**src/rtl/page_serializer.sv**
```systemverilog
// Ping-pong page buffer that streams one N_WORDS page out one word per accepted cycle.
// Optional macro SERDES_LEAD_IN_EN emits LEAD_IN_WORDS zero words after every reset.
module page_serializer #(
   parameter int N_WORDS       = 16,
   parameter int WIDTH         = 32,
   parameter int LEAD_IN_WORDS = 11,
   parameter int CNT_W         = 13
) (
   input  logic                     clk,
   input  logic                     reset_n,
   input  logic [N_WORDS*WIDTH-1:0] din,
   input  logic                     din_valid,
   output logic                     din_ready,
   output logic [WIDTH-1:0]         dout,
   output logic                     dout_valid,
   input  logic                     dout_ready,
   output logic                     dout_first,
   output logic                     dout_last,
   output logic [CNT_W-1:0]         page_cnt
);

   localparam int IDX_W = (N_WORDS > 1) ? $clog2(N_WORDS) : 1;
   localparam int PW    = N_WORDS * WIDTH;

   if (LEAD_IN_WORDS < 1 || LEAD_IN_WORDS > 15) begin : g_lead_range
      $error("page_serializer: LEAD_IN_WORDS must be 1..15");
   end
   if (N_WORDS < 2 || N_WORDS > 32 || (N_WORDS & (N_WORDS - 1)) != 0) begin : g_words_range
      $error("page_serializer: N_WORDS must be a power of two in 2..32");
   end

   logic [PW-1:0]      slot_q [2];
   logic               wsel_q, wsel_d;
   logic               rsel_q, rsel_d;
   logic [IDX_W-1:0]   idx_q, idx_d;
   logic [1:0]         occ_q, occ_d;
   logic [CNT_W-1:0]   cnt_q, cnt_d;

   logic               lead_active;
   logic               page_valid;
   logic               load;
   logic               page_xfer;
   logic               last_xfer;
   logic [PW-1:0]      rd_page;
   logic [WIDTH-1:0]   words [N_WORDS];

`ifdef SERDES_LEAD_IN_EN
   logic [3:0] lead_q;

   assign lead_active = (lead_q != 4'd0);

   always_ff @(posedge clk or negedge reset_n) begin
      if (!reset_n) begin
         lead_q <= 4'(LEAD_IN_WORDS);
      end else if (lead_active && dout_ready) begin
         lead_q <= lead_q - 4'd1;
      end
   end
`else
   assign lead_active = 1'b0;
`endif

   // occupancy==2 means both slots hold pages; the drained slot is never the write target
   assign din_ready  = (occ_q != 2'd2);
   assign load       = din_valid && din_ready;
   assign page_valid = !lead_active && (occ_q != 2'd0);
   assign page_xfer  = page_valid && dout_ready;
   assign last_xfer  = page_xfer && (idx_q == IDX_W'(N_WORDS - 1));

   always_comb begin
      wsel_d = wsel_q ^ load;
      rsel_d = rsel_q ^ last_xfer;
      occ_d  = occ_q + 2'(load) - 2'(last_xfer);
      cnt_d  = cnt_q + CNT_W'(last_xfer);
      idx_d  = idx_q;
      if (last_xfer) begin
         idx_d = '0;
      end else if (page_xfer) begin
         idx_d = idx_q + IDX_W'(1);
      end
   end

   always_ff @(posedge clk or negedge reset_n) begin
      if (!reset_n) begin
         wsel_q <= 1'b0;
         rsel_q <= 1'b0;
         idx_q  <= '0;
         occ_q  <= 2'd0;
         cnt_q  <= '0;
      end else begin
         wsel_q <= wsel_d;
         rsel_q <= rsel_d;
         idx_q  <= idx_d;
         occ_q  <= occ_d;
         cnt_q  <= cnt_d;
      end
   end

   // Page storage needs no reset: outputs are masked by occupancy
   always_ff @(posedge clk) begin
      if (load) begin
         slot_q[wsel_q] <= din;
      end
   end

   assign rd_page = rsel_q ? slot_q[1] : slot_q[0];

   for (genvar gi = 0; gi < N_WORDS; gi++) begin : g_word
      assign words[gi] = rd_page[gi*WIDTH +: WIDTH];
   end

   assign dout_valid = lead_active || page_valid;
   assign dout       = page_valid ? words[idx_q] : '0;
   assign dout_first = page_valid && (idx_q == '0);
   assign dout_last  = page_valid && (idx_q == IDX_W'(N_WORDS - 1));
   assign page_cnt   = cnt_q;

endmodule

```
**config.mk**
```make
export PLATFORM = sky130hd
export DESIGN_NAME = page_serializer
export DESIGN_NICKNAME = d
export VERILOG_FILES = /design/src/rtl/page_serializer.sv
export SDC_FILE = /design/constraint.sdc
export NUM_CORES = 1
export LEC_CHECK = 0
export ABC_AREA = 1
export CORE_MARGIN = 2
export CORE_UTILIZATION = 56
export DETAILED_ROUTE_END_ITERATION = 12
export GPL_ROUTABILITY_DRIVEN = 0
export PLACE_DENSITY_LB_ADDON = 0.25
export SLEW_MARGIN = 20
export SYNTH_ARGS = -nofsm -noshare
export SYNTH_HDL_FRONTEND = slang
export SYNTH_SLANG_ARGS = --single-unit
```
**constraint.sdc**
```tcl
create_clock -name clk -period 16.8 [get_ports clk]
set_input_delay 3.36 -clock clk [delete_from_list [all_inputs] [get_ports clk]]
set_output_delay 3.36 -clock clk [all_outputs]
set_load 0.02 [all_outputs]
```
==> metrics.yaml <==
cp_data_arrival_time_ns: 6.13
ys.flop_type: "sky130_fd_sc_hd__edfxtp_1"
synth_top_cells_by_count: "sky130_fd_sc_hd__nand2_1, sky130_fd_sc_hd__edfxtp_1, sky130_fd_sc_hd__nand3_1"
chipHeight_um: 287
cts-root-buf: "sky130_fd_sc_hd__clkbuf_16"
critPathLaunchType: "register"
period_share_pct: 56.5
fin_util_pct: 68.6
synthDominantCellAreaShare_pct: 68.6
cts_tree: "done"
pre_cts_ws_ns: 7.98
layout-drive-gt1-share_pct: 4.09
top_level_ports: 565
ant_nets: 0
max_capacitance_violation_total: 0
cts.sink_count: 1045
worst_slew_pin_slew_ns: 1.46
synth.avg_cell_area_um2: 10.6
final_period_minus_worst_setup_slack_ns: 9.49
edff_count_synth: 1024
unrepaired_setup_endpoints_after_global_routing: "false"
async_flop_share_pct: 2.01
cts.repair.resized: 0
route.final.wire_length_um: 128000
worst_setup_path_end_kind: "primary output"
timing.hold.ws_ns: 0.503
synth_sequential_area_ratio_pct: 69.8
clk_transition_reported_paths_ns: 0.06
count_of_distinct_cell_types_in_the_synthesized_netlist: 23
detailedRoute.firstIterationViolations: 4154
area_growth_syn_to_layout_pct: 21.2
required_ns: 13.44
grt_start_max_net_pins: 269
numCtsBuffers: 105
grt_pass1_wl_um: 186000
syn_nets: 4770
cp_max_fo: 197
peakVddDrop_uv: 222
maxSlewViolCount: 0
clock.fmax_mhz: 105
cts_hold_buffers: 0
rows: 103
final-hold-violation-count: 0
dieWidth_um: 287
ys_warn_count: 0
port_buffers: 564
route.detailed.vias_per_inst: 5.42
synth.cell_area_mm2: 0.0448
grt_antenna_before_repair: 32
dp.final_hpwl_um: 82000
setup_violations: 0
synthesis.instances: 4246
cp_cell_sequence: "buf_12, buf_4, buf_4, buf_4, nand2_1, nand2_1, nand2_1, nand3_1, nand3_1, nand2_1, nand2_1, nand2_1, clkdlybuf4s50_1"
fin_worst_skew_ns: 0.0315
worst_path_dominant_cell_family: "buffers and inverters"
worst_path_most_repeated_cell: "sky130_fd_sc_hd__nand2_1"
grt.total_usage_pct: 30.6
initial_utilization_pct: 56.6
nNetsFinal: 5259
finalSetupTns_ns: 0
cts_setup_buffers: 0
drc: 0
timing.critical_path.slowest_cell_delay_ns: 0.94
avgRoutedWirePerCell_um: 21.8
static-leakage-power_nw: 22.9
yosys.cell_count.top_type: "sky130_fd_sc_hd__nand2_1"
grt-ovfl-total: 0
number_of_global_route_vias_before_repair: 30630
cts_htree_levels: 3
slew_headroom_pct: 2.36
status: "finished, final reports clean"
crit_buf_inv: 5
synth_top_area_cell: "sky130_fd_sc_hd__edfxtp_1"
worst_skew_pair.late_latency_ns: 0.67
route.vias.total: 31975
min-delay-path-class: "reg -> reg"
cts.path.max_buffers: 3
critical_path_class: "reg -> out"
firstDrtPassIters: 6
core-area_mm2: 0.0791
synth_seq_cells: 1045
floorplan.die_area_mm2: 0.0823
power_per_cell_area_mw_per_mm2: 179
number_of_fillers_in_the_final_layout: 5689
timing.critical_path.slowest_stage_cell: "sky130_fd_sc_hd__buf_4"
postLayoutSetupSlackWorst_ns: 7.31
synth.top_cells.by_area: "sky130_fd_sc_hd__edfxtp_1, sky130_fd_sc_hd__nand2_1, sky130_fd_sc_hd__nand3_1, sky130_fd_sc_hd__inv_1, sky130_fd_sc_hd__buf_2"
## layer usage
| metal | global-route usage (%) | routed length [um] | vias to the layer above |
|---|---|---|---|
| li1 | - | - | 14778 |
| met5 | 0 | 103 | - |
| met1 | 41.2 | 49800 | 15389 |
| met3 | 5.75 | 12100 | 252 |
| met4 | 15.1 | 5550 | 16 |
| met2 | 48.4 | 60800 | 1540 |
## final cells by class
class,instances,area [um^2],share of cell area [%]
clock inverters,67,601,1.11
flip-flops and latches,1045,31300,57.6
multi-input cells,2329,9830,18.1
clock buffers,126,2750,5.06
inverters,657,2500,4.60
repair buffers,597,5950,11.0
diodes,25,62.6,0.115
well taps,1050,1310,2.42
## metrics by stage
stage | instances | total power [mW] | cell area (um^2)
3_3_place_gp | 5677 | 7.39 | 50800
2_1_floorplan | 4246 | 6.43 | 44800
6_report | 5896 | 9.73 | 54300
3_5_place_dp | 5677 | 7.45 | 50800
4_1_cts | 5870 | 9.72 | 54200
5_1_grt | 5889 | 10.2 | 54300
## flip-flops by register name (all words and copies together) (netlist names)
name / flops
idx_q: 4
occ_q: 2
page_cnt: 13
rsel_q: 1
slot_q: 1024
wsel_q: 1
## report_power, final
group | switching, mW | internal (mW) | total, mW | leakage [nW]
clock network | 0.975 | 1.30 | 2.28 | 1.64
registers | 0.184 | 3.56 | 3.75 | 9.77
logic | 2.67 | 1.04 | 3.71 | 11.5
total | 3.83 | 5.90 | 9.73 | 22.9
## worst register-to-register path: stages (launching register included)
cell and delay, ns:
sky130_fd_sc_hd__dfrtp_1 0.40, sky130_fd_sc_hd__nand2_1 0.21, sky130_fd_sc_hd__nand2_1 0.14, sky130_fd_sc_hd__inv_1 0.16
sky130_fd_sc_hd__ha_4 0.67, sky130_fd_sc_hd__buf_4 0.90, sky130_fd_sc_hd__buf_4 1.06, sky130_fd_sc_hd__buf_4 0.99
## kinds of logic after synthesis
kind of cell    count (synthesis)  synth area share [%]
simple gates                 2302                  21.3
fa+ha+maj                       8                 0.223
compound gates                  4                0.0475
flops                        1045                  69.8
xor+xnor                       15                 0.293
buf+inv                       872                  8.33
## final timing paths
kind / cells past startpoint / slack [ns] / endpoint / startpoint
worst max register to register: 7 / 11.86 / slot_q[1][453] / occ_q[1]
worst min-delay path: 1 / 0.50 / page_cnt[12] / page_cnt[12]
max in group asynchronous: 1 / 13.70 / idx_q[1] / reset_n
worst min register to register: 1 / 0.50 / page_cnt[12] / page_cnt[12]
min in group asynchronous: 1 / 2.67 / page_cnt[3] / reset_n
worst max-delay path: 13 / 7.31 / dout[20] / rsel_q
## cell usage in the layout (no fill, tap or decap), drive strengths merged, types with 2 or more instances in the layout
| cell type | Yosys | layout |
|---|---|---|
| buf | 194 | 34 |
| xor2 | 8 | 8 |
| nor2 | 11 | 11 |
| xnor2 | 7 | 7 |
| nor3 | 2 | 2 |
| clkinvlp | 0 | 2 |
| edfxtp | 1024 | 1024 |
| inv | 656 | 657 |
| clkbuf | 21 | 126 |
| clkdlybuf4s50 | 0 | 563 |
| dfrtp | 21 | 21 |
| clkinv | 1 | 56 |
| ha | 8 | 8 |
| nand4 | 3 | 3 |
| bufinv | 0 | 9 |
| nand3 | 710 | 710 |
| o21ai | 2 | 2 |
| nand2 | 1576 | 1576 |
| diode | 0 | 25 |
(Power assumes the default switching activity.)
